## config.mk

```make
export PLATFORM = sky130hd
export DESIGN_NAME = pipeline_ctrl_unit
export DESIGN_NICKNAME = d
export VERILOG_FILES = /design/src/rtl/core_pkg.sv /design/src/rtl/hazard_dep_check.sv /design/src/rtl/pipeline_ctrl_unit.sv
export SDC_FILE = /design/constraint.sdc
export NUM_CORES = 1
export LEC_CHECK = 0
export BUFFER_PORTS_ARGS = -buffer_cell sky130_fd_sc_hd__clkbuf_2
export CORE_ASPECT_RATIO = 2
export CORE_MARGIN = 2
export CORE_UTILIZATION = 50
export CTS_CLUSTER_DIAMETER = 100
export DETAILED_ROUTE_END_ITERATION = 8
export MAX_ROUTING_LAYER = met4
export PLACE_DENSITY_LB_ADDON = 0.3
export SYNTH_ARGS = -nofsm -noshare
export SYNTH_HDL_FRONTEND = slang
export SYNTH_HIERARCHICAL = 1
export SYNTH_SLANG_ARGS = --single-unit
```

## constraint.sdc

```tcl
create_clock -name clk -period 3.05 [get_ports clk]
set_input_delay 0.1525 -clock clk [delete_from_list [all_inputs] [get_ports clk]]
set_output_delay 0.1525 -clock clk [all_outputs]
set_load 0.02 [all_outputs]
```

## src/rtl/core_pkg.sv

```systemverilog
// Shared types for the pipeline stall/flush controller.
package core_pkg;

    typedef enum logic [2:0] {
        NONE,
        DMEM,
        EXBUSY,
        REDIRECT,
        DEP,
        IMEM
    } hazard_cause_e;

    typedef enum logic {
        IDLE,
        DROP
    } redir_state_e;

endpackage

```

## src/rtl/hazard_dep_check.sv

```systemverilog
// Source/destination matching that decides whether the instruction in ID
// must wait for a producer still in EX or MEM.
module hazard_dep_check #(
    parameter bit          BRANCH_IN_ID   = 1'b0,
    parameter int unsigned REG_ADDR_WIDTH = 5
) (
    input  logic [REG_ADDR_WIDTH-1:0] rs1_addr_id_i,
    input  logic [REG_ADDR_WIDTH-1:0] rs2_addr_id_i,
    input  logic                      rs1_used_id_i,
    input  logic                      rs2_used_id_i,
    input  logic                      is_branch_id_i,
    input  logic [REG_ADDR_WIDTH-1:0] rd_addr_ex_i,
    input  logic                      RegWrite_ex_i,
    input  logic                      is_load_ex_i,
    input  logic [REG_ADDR_WIDTH-1:0] rd_addr_mem_i,
    input  logic                      is_load_mem_i,
    output logic                      dep_stall
);

    logic ex_hit;
    logic mem_hit;
    logic load_use;
    logic branch_dep;

    always_comb begin
        ex_hit  = ((rs1_used_id_i && (rs1_addr_id_i == rd_addr_ex_i)) ||
                   (rs2_used_id_i && (rs2_addr_id_i == rd_addr_ex_i))) &&
                  (rd_addr_ex_i != '0);
        mem_hit = ((rs1_used_id_i && (rs1_addr_id_i == rd_addr_mem_i)) ||
                   (rs2_used_id_i && (rs2_addr_id_i == rd_addr_mem_i))) &&
                  (rd_addr_mem_i != '0);

        load_use = is_load_ex_i && RegWrite_ex_i && ex_hit;

        // A branch compared in ID cannot use the EX forward of an ALU result,
        // nor a load result still in MEM.
        branch_dep = is_branch_id_i &&
                     ((RegWrite_ex_i && ex_hit) || (is_load_mem_i && mem_hit));

        dep_stall = load_use || (BRANCH_IN_ID && branch_dep);
    end

endmodule

```

## src/rtl/pipeline_ctrl_unit.sv

```systemverilog
// Central stall/flush controller: prioritises hazards, squashes stale fetches
// after a redirect and keeps saturating stall/flush counters.
module pipeline_ctrl_unit
    import core_pkg::*;
#(
    parameter bit          BRANCH_IN_ID   = 1'b0,
    parameter int unsigned REG_ADDR_WIDTH = 5,
    parameter int unsigned CNT_WIDTH      = 32
) (
    input  logic                      clk,
    input  logic                      rst_n,
    input  logic [REG_ADDR_WIDTH-1:0] rs1_addr_id_i,
    input  logic [REG_ADDR_WIDTH-1:0] rs2_addr_id_i,
    input  logic                      rs1_used_id_i,
    input  logic                      rs2_used_id_i,
    input  logic                      is_branch_id_i,
    input  logic [REG_ADDR_WIDTH-1:0] rd_addr_ex_i,
    input  logic                      RegWrite_ex_i,
    input  logic                      is_load_ex_i,
    input  logic [REG_ADDR_WIDTH-1:0] rd_addr_mem_i,
    input  logic                      is_load_mem_i,
    input  logic                      PCSrc_i,
    input  logic                      fetch_pending_i,
    input  logic                      imem_rvalid_i,
    input  logic                      dmem_busy_i,
    input  logic                      ex_busy_i,
    input  logic                      cnt_clr_i,
    output logic                      pc_we_o,
    output logic                      if_id_stall_o,
    output logic                      if_id_flush_o,
    output logic                      id_ex_stall_o,
    output logic                      id_ex_flush_o,
    output logic                      ex_mem_stall_o,
    output logic                      ex_mem_flush_o,
    output logic                      mem_wb_flush_o,
    output logic                      redirect_o,
    output logic [CNT_WIDTH-1:0]      stall_cnt_o,
    output logic [CNT_WIDTH-1:0]      flush_cnt_o
);

    logic                 dep_stall;
    logic                 imem_wait;
    logic                 stale_rsp;
    hazard_cause_e        cause;
    redir_state_e         state_q, state_d;
    logic [CNT_WIDTH-1:0] stall_cnt_q, stall_cnt_d;
    logic [CNT_WIDTH-1:0] flush_cnt_q, flush_cnt_d;

    // Unmasked controls; reset masking is applied only at the ports.
    logic pc_we, if_id_stall, if_id_flush, id_ex_stall, id_ex_flush;
    logic ex_mem_stall, ex_mem_flush, mem_wb_flush, redirect;

    hazard_dep_check #(
        .BRANCH_IN_ID  (BRANCH_IN_ID),
        .REG_ADDR_WIDTH(REG_ADDR_WIDTH)
    ) u_dep (
        .rs1_addr_id_i (rs1_addr_id_i),
        .rs2_addr_id_i (rs2_addr_id_i),
        .rs1_used_id_i (rs1_used_id_i),
        .rs2_used_id_i (rs2_used_id_i),
        .is_branch_id_i(is_branch_id_i),
        .rd_addr_ex_i  (rd_addr_ex_i),
        .RegWrite_ex_i (RegWrite_ex_i),
        .is_load_ex_i  (is_load_ex_i),
        .rd_addr_mem_i (rd_addr_mem_i),
        .is_load_mem_i (is_load_mem_i),
        .dep_stall     (dep_stall)
    );

    always_comb begin
        imem_wait = fetch_pending_i && !imem_rvalid_i;
        stale_rsp = (state_q == DROP) && imem_rvalid_i;

        cause = NONE;
        if (dmem_busy_i)                  cause = DMEM;
        else if (ex_busy_i)               cause = EXBUSY;
        else if (PCSrc_i)                 cause = REDIRECT;
        else if (dep_stall)               cause = DEP;
        else if (imem_wait || stale_rsp)  cause = IMEM;
    end

    always_comb begin
        pc_we        = 1'b1;
        if_id_stall  = 1'b0;
        if_id_flush  = 1'b0;
        id_ex_stall  = 1'b0;
        id_ex_flush  = 1'b0;
        ex_mem_stall = 1'b0;
        ex_mem_flush = 1'b0;
        mem_wb_flush = 1'b0;
        redirect     = 1'b0;
        case (cause)
            DMEM: begin
                pc_we        = 1'b0;
                if_id_stall  = 1'b1;
                id_ex_stall  = 1'b1;
                ex_mem_stall = 1'b1;
                mem_wb_flush = 1'b1;
            end
            EXBUSY: begin
                pc_we        = 1'b0;
                if_id_stall  = 1'b1;
                id_ex_stall  = 1'b1;
                ex_mem_flush = 1'b1;
            end
            REDIRECT: begin
                redirect    = 1'b1;
                if_id_flush = 1'b1;
                id_ex_flush = !BRANCH_IN_ID;
            end
            DEP: begin
                pc_we       = 1'b0;
                if_id_stall = 1'b1;
                id_ex_flush = 1'b1;
            end
            IMEM: begin
                pc_we       = 1'b0;
                if_id_flush = 1'b1;
            end
            default: ;
        endcase
    end

    always_comb begin
        if (!rst_n) begin
            pc_we_o        = 1'b0;
            if_id_stall_o  = 1'b1;
            if_id_flush_o  = 1'b0;
            id_ex_stall_o  = 1'b1;
            id_ex_flush_o  = 1'b0;
            ex_mem_stall_o = 1'b1;
            ex_mem_flush_o = 1'b0;
            mem_wb_flush_o = 1'b0;
            redirect_o     = 1'b0;
        end else begin
            pc_we_o        = pc_we;
            if_id_stall_o  = if_id_stall;
            if_id_flush_o  = if_id_flush;
            id_ex_stall_o  = id_ex_stall;
            id_ex_flush_o  = id_ex_flush;
            ex_mem_stall_o = ex_mem_stall;
            ex_mem_flush_o = ex_mem_flush;
            mem_wb_flush_o = mem_wb_flush;
            redirect_o     = redirect;
        end
    end

    // The first response after a redirect with a fetch in flight belongs to
    // the old path and must be discarded.
    always_comb begin
        state_d = state_q;
        if (redirect && imem_wait) state_d = DROP;
        else if (stale_rsp)        state_d = IDLE;
    end

    always_comb begin
        stall_cnt_d = stall_cnt_q;
        flush_cnt_d = flush_cnt_q;
        if (cnt_clr_i) begin
            stall_cnt_d = '0;
            flush_cnt_d = '0;
        end else begin
            if (!pc_we && (stall_cnt_q != '1))
                stall_cnt_d = stall_cnt_q + CNT_WIDTH'(1);
            if (redirect && (flush_cnt_q != '1))
                flush_cnt_d = flush_cnt_q + CNT_WIDTH'(1);
        end
    end

    always_ff @(posedge clk or negedge rst_n) begin
        if (!rst_n) begin
            state_q     <= IDLE;
            stall_cnt_q <= '0;
            flush_cnt_q <= '0;
        end else begin
            state_q     <= state_d;
            stall_cnt_q <= stall_cnt_d;
            flush_cnt_q <= flush_cnt_d;
        end
    end

    assign stall_cnt_o = stall_cnt_q;
    assign flush_cnt_o = flush_cnt_q;

endmodule

```

==> results.md, run 1 <==
* Kind of start point of the critical path: primary input
* Delay contributed by the slowest stage of the critical path at 0.53 ns
* Clock Root Buffer: clkbuf_16
* Post-detailed-routing wire length at 10300 microns
* YS warnings at 6
* Max-cap violations at 0
* Post-detailed-route via-to-cell ratio at 6.04
* Startpoint-to-endpoint class of the critical path: in -> reg
* Number of search-and-repair iterations in the first detailed-routing pass at 5
* Yosys cell types at 48
* Post-route antenna net violation count at 0
* Cell types occupying the most area after synthesis: dfrtp_1 (42%), a21oi_1 (5.7%), or3_1 (4.1%)
* Die area at 8480 sq um
* Critical path's most frequent cell: a21oi_1
* Via count of the first global-routing pass at 3691
* Number of hold buffers added after cts at 1
* Number of enable-type register cells in the synthesized netlist at 0
* Maximum number of pins on one net before global-route repair at 66
* Width of the die at 66.1 microns
* Crit-path leading delay family: simple AND/OR/NAND/NOR gates
* Highest achievable clock rate at 386 MHz
* ANT cells at 0
* Total Power at around 2.3 mW
* Post-route cell area at 4800 sq um
* LEAKAGE at 2.12 nW
* Net count after synthesis at 463
* Cell Area, Placed at 4410 sq um
* WP data arrival at around 2.9 ns
* Core area at 7540 sq um
* Commonest cells post-synth: dfrtp_1 (65), a21oi_1 (44), nor2_1 (38)
* Number of buffers inserted during clock tree synthesis at 9
* Sequential element share of the synthesized area at 42.2%
* Wire length of the first global-routing pass at around 17000 microns
* Data required time of the critical path at about 3.3 ns
* Initial antenna violation count at 0
* RSZ-0062 raised after global routing: false
* Clk buf depth at 2
* Wire per inst at 16.5 microns
* Count of cells resized by post-cts repair at 0
* Iteration-0 DRC count of the detailed router at between 300 and 400
* Top-Level Pins at 107
* Crit Path Max Fanout at 6
* Flip-flop cell with the highest count after synthesis: dfrtp_1
* Fraction of synthesized cell area taken by the top area cell type at 42.2%
* Final setup violating endpoints at 0
* Num rows at 45
* Clk Latency, worst-skew pair at 0.33 ns
* Starting Density at 51.1%
* Worst slew margin relative to its limit at 35.5%
* Async set or reset register ratio after synthesis at 100%
* Die span in y at 128 microns
* Overflow left after global routing at 0
* Overall via count from detail_route at 3769
* Number of failing hold endpoints at the final stage at 0
* NumNets Final at 561
* Average cell area after synthesis at 9.03 sq um
* Worst clock skew on the final layout at just under 0.007 ns
* Outcome: finished, final reports clean
* Transition time of the tightest slew-check pin at 0.968 ns
* Port Buffers at 99
* Area growth from synthesis to final layout at 24.5%
* Power density over the cells at 484 nW/um^2
* TNS Setup at 0 ns
* Number of H-tree branching levels at 3
* Final clock period utilization by the worst path at 85.0%
* Total count of max-transition violations in the final report at 0
* TritonCTS clock tree: done
* Post-route minimum period at 2.59 ns
* Max VDD drop at 0.324 mV
* Placed cells at slightly above 600
* Flop and latch count out of synthesis at 65
* Largest area contributor in the synthesized netlist: dfrtp_1
* TritonCTS Sinks at 65
* Total DRC errors in the routed layout at 0
* Clock-pin slew on the worst setup and hold paths at 0.05 ns
* Hold WC Path Type: in -> reg
* Final Wtd Congestion at 0.894
* Worst-path cell chain: clkbuf_2 -> xor2_1 -> nor4_1 -> nand3_1 -> a21oi_1 -> nor3_1 -> a2111oi_2 -> nand4_1 -> or4_1 -> a21oi_1
* Worst path slowest cell: or4_1
* Number of setup buffers added after CTS at 0
* Capturing element type of the critical path: flop
* Global Route Usage Sum at 26.2%
* Crit path buffers/inverters at 1
* Final Instance Count excl. Fillers at between 600 and 700
* Post-Syn Instances at 427
* Netlist area before placement at 3860 sq um
* Share of post-route cells with drive strength above 1 at around a quarter
* Detailed placer's ending HPWL at 7390 microns
* Most used standard cell by instance count after synthesis: dfrtp_1
[worst reg2reg max path, stage by stage (launching register included)]
cell     delay [ns]
dfrtp_1        0.45
ha_1           0.28
inv_1          0.09
or4_1          0.71
o31ai_4        0.44
nor4_1         0.11
mux2_1         0.32
[area by class of cell]
class	count	area [sq um]
Fill cell	665	2740
Multi-Input combinational cell	333	2090
Sequential cell	65	1630
Timing Repair Buffer	105	543
Clock buffer	11	253
Clock inverter	5	125
Tap cell	94	118
Inverter	11	41.3
[registers in the layout, indices dropped and copies added, names as in the netlist]
name / count
flush_cnt_o: 32
stall_cnt_o: 32
state_q: 1
[cell usage in the layout, fill, tap and decap left out, types with 4 or more instances in the layout]
master     instances
a21oi_1           44
and2_1             4
and3_1            11
and4_1             9
buf_4              5
bufinv_16          4
clkbuf_16          9
clkbuf_2          98
dfrtp_1           65
inv_1             11
mux2_1             5
mux2i_1            5
nand2_1           28
nand3_1           21
nand4_1           17
nor2_1            38
nor2b_1            7
nor3_1             4
nor4_1             6
o21ai_0           17
o21ai_1           10
o31ai_1           16
or3_1             25
or4_1             19
xnor2_1            8
xor2_1            11
[per-layer routing]
metal  GRT usage, %  up-vias  routed length [microns]
li1               -     1810                        -
met1           26.2     1840                     3780
met2           47.6       97                     5920
met3           4.39       22                      344
met4           12.5        0                      233
met5              -        -                        0
[cells by family after synthesis]
kind of cell             synth area share [%]
flip-flops                               42.2
AND/OR/NAND/NOR                          29.9
XOR/XNOR                                 4.31
multiplexers                             3.34
AO/OA/AOI/OAI                            16.1
buffers and inverters                    3.54
adder cells (fa/ha/maj)                 0.649
[where the power goes]
part	switching (mW)	internal [mW]	leakage, nW
registers	0.00999	0.869	0.906
logic	0.0951	0.0468	1.03
clock network	0.377	0.924	0.186
[per-stage QoR]
step	util [%]	setup WS, ns	hold WS [ns]
final	63.6	0.458	0.0889
after global placement	58.5	0.317	0.338
after global routing	63.6	0.241	0.136
after floorplan	-	0.692	-0.143
after CTS	63.6	0.532	0.0759
after detailed placement	58.5	0.212	0.346
[worst paths after layout]
check	from	to	slack, ns	cells past startpoint
worst max-delay path	rd_addr_ex_i[2]	stall_cnt_o[29]	0.46	10
worst min-delay path	fetch_pending_i	state_q	0.09	3
worst max register to register	flush_cnt_o[0]	flush_cnt_o[15]	0.53	6
min in group asynchronous	rst_n	stall_cnt_o[16]	0.12	2
worst min register to register	state_q	state_q	0.52	2
max in group asynchronous	rst_n	flush_cnt_o[12]	2.40	2
Note: power is estimated with default switching activity, not from simulation.
==> run 2, diff against run 1 <==
==> constraint.sdc (replaced) <==
create_clock -name clk -period 2.4 [get_ports clk]
set_input_delay 0.12 -clock clk [delete_from_list [all_inputs] [get_ports clk]]
set_output_delay 0.12 -clock clk [all_outputs]
set_load 0.02 [all_outputs]
==> run 2 against run 1 <==
  * Via count increased by 4.0%
  * Largest power group unchanged
  * Cell area increased by 3.9%
  * Routed wire length grew 5.5%
  * Non-clock buffer count grew 30
==> results.md, run 2 (synthesized netlist as in run 1, its figures left out) <==
* Max-cap violations at 0 (unchanged)
* Worst setup path startpoint: rd_addr_ex_i[3]
* Most frequent standard cell in the layout excluding fill and tap cells: clkbuf_2
* Final clock period utilization by the worst path at 95.1%
* TritonCTS clock tree: done
* Capturing element type of the critical path: output pin
* Maximum number of pins on one net before global-route repair at 63 (-4.5%)
* Post-detailed-routing wire length at 10800 microns (+5.5%)
* Highest achievable clock rate at 438 MHz
* Number of search-and-repair iterations in the first detailed-routing pass at 4 (-1)
* Finished Core Util at 66.1% (+2.5 points)
* Post-route minimum period at between 2 and 2.5 ns
* Place WS at -0.392 ns (-0.605 ns)
* Hold WC Path Type: in -> reg
* Placed cells at 634 (+4.4%)
* Logic depth of the worst register-to-register path at 7 (+1)
* Num rows at 45 (unchanged)
* Wire per inst at 16.6 microns (+0.69%)
* Clock Root Buffer: clkbuf_16
* Outcome: finished, final reports clean
* Clk buf depth at 2 (unchanged)
* Core area at 7540 sq um (unchanged)
* Post-route cell area at 4990 sq um (+3.9%)
* Initial antenna violation count at 0 (unchanged)
* Post-detailed-route via-to-cell ratio at 5.99 (-0.76%)
* Min Hold Slack at 0.0501 ns (-0.0388 ns)
* Startpoint-to-endpoint class of the critical path: in -> out
* Final Wtd Congestion at 0.896 (+0.29%)
* TNS Setup at 0 ns (unchanged)
* Total count of max-transition violations in the final report at 0 (unchanged)
* Global routing usage on met3 at 5.09% (+0.70 points)
* Detailed placer's ending HPWL at 8100 microns (+9.5%)
* WP data arrival at 2.16 ns (-0.69 ns)
* Transition time of the tightest slew-check pin at 0.795 ns (-0.173 ns)
* Clock-pin slew on the worst setup and hold paths at 0.05 ns (about the same)
* Clk Latency, worst-skew pair at 0.34 ns (about the same)
* Final setup violating endpoints at 0 (unchanged)
* GR Util met2 at 48.9% (+1.4 points)
* Commonest non-fill, non-tap cells in the layout: clkbuf_2 (98), dfrtp_1 (65), a21oi_1 (42), nor2_1 (38), buf_4 (33)
* Top-Level Pins at 107 (unchanged)
* Kind of start point of the critical path: primary input
* Via count of the first global-routing pass at 3832 (+3.8%)
* Power density over the cells at 521 nW/um^2 (+7.7%)
* Final Instance Count excl. Fillers at 654 (+4.8%)
* Number of cells on the worst hold path at 3 (unchanged)
* Cell Area, Placed at 4630 sq um (+4.9%)
* RSZ-0062 raised after global routing: false
* Critical hold path startpoint: fetch_pending_i
* Number of failing hold endpoints at the final stage at 0 (unchanged)
* Port Buffers at 99 (unchanged)
* Grt peak-use layer: met2
* Total DRC errors in the routed layout at 0 (unchanged)
* Max VDD drop at 0.336 mV (+3.7%)
* Area growth from synthesis to final layout at 29.4%
* Wire length of the first global-routing pass at 17600 microns (+5.2%)
* Number of H-tree branching levels at 3 (unchanged)
* ANT cells at 0 (unchanged)
* Worst clock skew on the final layout at 0.00248 ns (-0.00443 ns)
* NumNets Final at 591 (+5.3%)
* Data required time of the critical path at 2.28 ns (-1.02 ns)
* Overflow left after global routing at 0 (unchanged)
* Starting Density at 51.1% (unchanged)
* Share of post-route cells with drive strength above 1 at 29.8% (+4.3 points)
* Worst setup slack after layout at 0.117 ns (-0.341 ns)
* Crit Path Max Fanout at 2 (-4)
* Overall via count from detail_route at 3920 (+4.0%)
* Fraction of met1 tracks used by global routing at 29.1% (+2.9 points)
* Number of buffers inserted during clock tree synthesis at 9 (unchanged)
* Die area at 8480 sq um (unchanged)
* Die span in y at 128 microns (unchanged)
* LEAKAGE at 2.24 nW (+5.5%)
* Post-route antenna net violation count at 0 (unchanged)
* Total Power at 2.60 mW (+12%)
* Worst slew margin relative to its limit at 47.0% (+12 points)
* Worst reg2reg path startpoint: flush_cnt_o[0]
* Iteration-0 DRC count of the detailed router at 272 (-12%)
* TritonCTS Sinks at 65 (unchanged)
* Width of the die at 66.1 microns (unchanged)
* Global Route Usage Sum at 27.6% (+1.4 points)
[run 2: changes by cell type in the layout (fill, tap and decap cells not counted), sizes merged]
cell         before  now
buf               6   35
bufinv            4    0
clkbuf          109  112
clkinv            1    2
dlygate4sd3       1    2
[run 2: what timing repair did]
| item | 4_1_cts | 5_1_grt |
|---|---|---|
| hold endpoints to repair | 4 | 0 |
| resized for setup | 0 | 5 |
| hold buffers | 2 | 0 |
| endpoints found under the setup margin | 2 | 21 |
| buffers inserted | 0 | 2 |
| pin swaps | 1 | 3 |
[run 2: worst paths after layout]
| path | endpoint | slack [ns] |
|---|---|---|
| hold / removal | state_q | 0.05 |
| setup reg to reg | flush_cnt_o[1] | 0.14 |
| hold reg to reg | state_q | 0.50 |
| min in group asynchronous | state_q | 0.18 |
| setup / recovery | pc_we_o | 0.12 |
| max in group asynchronous | flush_cnt_o[5] | 1.22 |
[run 2: cell type report]
| type | count | area [sq um] |
|---|---|---|
| inverter | 11 | 41.3 |
| multi-input combinational | 333 | 2130 |
| timing repair buffer | 135 | 783 |
| clock buffer | 14 | 284 |
| fill | 651 | 2550 |
| tap | 94 | 118 |
| clock inverter | 2 | 10.0 |
| sequential | 65 | 1630 |
[run 2: worst max-delay path, cell delays in order]
cell and delay [ns]:
clkbuf_2 0.10, buf_4 0.13, or4_1 0.52, o211ai_2 0.18
a21oi_2 0.06, nor3_1 0.45, a21oi_2 0.16, buf_4 0.17
nor2_1 0.09, clkbuf_2 0.17
[run 2: metal layers]
| metal | share of wire [%] | up-vias | wire (microns) |
|---|---|---|---|
| li1 | - | 1857 | - |
| met1 | 35 | 1945 | 3820 |
| met2 | 59 | 97 | 6380 |
| met3 | 3.4 | 21 | 374 |
| met4 | 2.4 | 0 | 264 |
| met5 | 0 | - | 0 |
[run 2: where the power goes]
group / internal (mW) / total (mW) / switching, mW
registers: 1.10 / 1.12 / 0.0110
clock network: 0.808 / 1.28 / 0.472
logic: 0.0747 / 0.204 / 0.130
total: 1.99 / 2.60 / 0.613
==> run 3, diff against run 2 <==
==> constraint.sdc (replaced) <==
create_clock -name clk -period 2.4 [get_ports clk]
set_input_delay 0.48 -clock clk [delete_from_list [all_inputs] [get_ports clk]]
set_output_delay 0.48 -clock clk [all_outputs]
set_load 0.02 [all_outputs]
==> run 3 against run 2 <==
  * Clock-buffer cell count shrank 2
  * Fmax decreased by 9.7%
  * Power down 0.17%
  * Sequential share of layout area decreased by 2.7 points
  * The flow now finishes with violations (negative setup slack)
  * Sequential power is essentially flat
==> results.md, run 3 (synthesized netlist as in run 1, its figures left out) <==
* Outcome: complete, but fails checks
* Violations in the final reports: negative setup slack
* RSZ-0062 raised after global routing: true
* Part of the total power dissipated in the clock network at 47.4% (-1.8 points)
* Delay contributed by the slowest stage of the critical path at 0.53 ns (about the same)
* Max VDD drop at 0.563 mV (+68%)
* Crit-path leading delay family: simple AND/OR/NAND/NOR gates
* Logic depth of the worst register-to-register path at 6 (-1)
* Switching component of the power at 0.614 mW (+0.22%)
* Total DRC errors in the routed layout at 0 (unchanged)
* Crit path buffers/inverters at 3 (-1)
* Number of buffers inserted during clock tree synthesis at 9 (unchanged)
* Via count of the first global-routing pass at 4056 (+5.8%)
* Overflow left after global routing at 0 (unchanged)
* Worst path slowest cell: or4_4
* Crit Path Max Fanout at 3 (+1)
* Worst clock skew on the final layout at 0.00642 ns (+0.00394 ns)
* Global Route Usage Sum at 29.6% (+2.0 points)
* ANT cells at 0 (unchanged)
* Worst slew margin relative to its limit at 42.8% (-4.2 points)
* Met3 routed WL at 505 microns (+35%)
* Worst setup slack after layout at -0.128 ns (-0.246 ns)
* Critical hold path startpoint: imem_rvalid_i
* Wire per inst at 17.2 microns (+3.8%)
* WP data arrival at 2.05 ns (-0.11 ns)
* Worst reg2reg path startpoint: stall_cnt_o[8]
* Met2 wirelength from detailed routing at 6790 microns (+6.3%)
* Port Buffers at 99 (unchanged)
* Highest achievable clock rate at 396 MHz (-9.7%)
* Max-cap violations at 0 (unchanged)
* Transition time of the tightest slew-check pin at 0.858 ns (+0.0634 ns)
* Maximum number of pins on one net before global-route repair at 66 (+4.8%)
* Wire length of the first global-routing pass at 18600 microns (+5.7%)
* TritonCTS clock tree: done
* Overall via count from detail_route at 4142 (+5.7%)
* Place WS at -0.501 ns (-0.109 ns)
* Num rows at 45 (unchanged)
* Number of search-and-repair iterations in the first detailed-routing pass at 5 (+1)
* Wl on met1 at 4160 microns (+8.8%)
* Filler Cell Count at 597 (-8.3%)
* Total count of max-transition violations in the final report at 0 (unchanged)
* Clk Latency, worst-skew pair at 0.33 ns (about the same)
* Int Pwr at 1.98 mW (-0.30%)
* Top-Level Pins at 107 (unchanged)
* Iteration-0 DRC count of the detailed router at 244 (-10%)
* Final clock period utilization by the worst path at 105% (+10 points)
* Part of the power in combinational logic at 9.9% (+2.0 points)
* Most frequent standard cell in the layout excluding fill and tap cells: clkbuf_2
* Worst-path cell chain: buf_8 -> or4_4 -> o211ai_2 -> a21oi_2 -> nor3_4 -> a21oi_2 -> buf_4 -> nor2_4 -> buf_6
* Highest metal used: met4
* Worst setup path startpoint: rd_addr_ex_i[4]
* Clock Root Buffer: clkbuf_16
* Sequential share of power at 42.7% (-0.2 points)
* Finished Core Util at 72.0% (+5.9 points)
* Post-route minimum period at 2.53 ns (+0.246 ns)
* Commonest non-fill, non-tap cells in the layout: clkbuf_2 (89), buf_4 (79), dfrtp_1 (65), a21oi_1 (41), nor2_1 (37)
* Net switching share of the total power at 23.7% (+0.094 points)
* Capturing element type of the critical path: output pin
* Total Power at 2.60 mW (-0.17%)
* Min Hold Slack at 0.338 ns (+0.288 ns)
* Initial antenna violation count at 0 (unchanged)
* Hold WC Path Type: in -> reg
* NumNets Final at 635 (+7.4%)
* Critical path's most frequent cell: a21oi_2
* TritonCTS Sinks at 65 (unchanged)
* Post-route antenna net violation count at 0 (unchanged)
* Number of H-tree branching levels at 3 (unchanged)
* Die span in y at 128 microns (unchanged)
* Share of post-route cells with drive strength above 1 at 36.5% (+6.7 points)
* Number of failing hold endpoints at the final stage at 0 (unchanged)
* Power density over the cells at 478 nW/um^2 (-8.3%)
* Startpoint-to-endpoint class of the critical path: in -> out
* Core area at 7540 sq um (unchanged)
* Clock-pin slew on the worst setup and hold paths at 0.05 ns (about the same)
* Detailed placer's ending HPWL at 8310 microns (+2.7%)
* Width of the die at 66.1 microns (unchanged)
* LEAKAGE at 2.48 nW (+11%)
* Starting Density at 51.1% (unchanged)
* Cell count along the critical path at 9 (-1)
* Post-detailed-routing wire length at 12000 microns (+11%)
* Clk buf depth at 2 (unchanged)
* Data required time of the critical path at 1.92 ns (-0.36 ns)
* Final Wtd Congestion at 0.927 (+3.4%)
* Number of cells on the worst hold path at 2 (-1)
* Area growth from synthesis to final layout at 40.8%
* Kind of start point of the critical path: primary input
* Final setup violating endpoints at 4 (+4)
* Die area at 8480 sq um (unchanged)
* Post-detailed-route via-to-cell ratio at 5.94 (-0.86%)
==> run 3: stage by stage <==
step / cell area (sq um) / cells / setup TNS [ns]
4_1_cts: 5290 / 691 / -0.623
3_3_place_gp: 4910 / 672 / -9.19
3_5_place_dp: 4910 / 672 / -11.92
2_1_floorplan: 3870 / 427 / -1.17
6_report: 5430 / 697 / -0.256
5_1_grt: 5430 / 697 / -2.29
==> run 3: final cells by class <==
type / count / area, sq um / share of cell area (%)
Multi-Input combinational cell: 335 / 2220 / 40.9
Sequential cell: 65 / 1630 / 29.9
Timing Repair Buffer: 177 / 1140 / 21.0
Clock buffer: 12 / 267 / 4.91
Tap cell: 94 / 118 / 2.17
Inverter: 11 / 41.3 / 0.760
Clock inverter: 3 / 15.0 / 0.276
==> run 3: worst paths after layout <==
check | endpoint | slack, ns
worst max-delay path | pc_we_o | -0.13
worst min-delay path | state_q | 0.34
worst max register to register | stall_cnt_o[23] | 0.08
worst min register to register | state_q | 0.49
max in group asynchronous | stall_cnt_o[31] | 1.39
min in group asynchronous | stall_cnt_o[21] | 0.42
==> run 3: timing repair <==
item | CTS | global route
gates cloned | 1 | 1
endpoints found under the setup margin | 26 | 29
hold buffers | 0 | 0
pin swaps | 12 | 17
buffers inserted | 3 | 7
gates resized for setup | 10 | 26
==> run 3: layer usage <==
metal | vias to the layer above | GRT usage (%)
met5 | - | -
met4 | 0 | 16.6
met3 | 42 | 5.79
met2 | 141 | 52.2
met1 | 1998 | 29.5
li1 | 1961 | -
==> run 3: power groups by stage <==
stage               Combinational, mW  Sequential, mW  Clock, mW
floorplan                      0.0934            1.14          0
global route                    0.278            1.11       1.30
global placement                0.212            1.13          0
detailed placement              0.217            1.13          0
finish                          0.257            1.11       1.23
CTS                             0.233            1.11       1.26
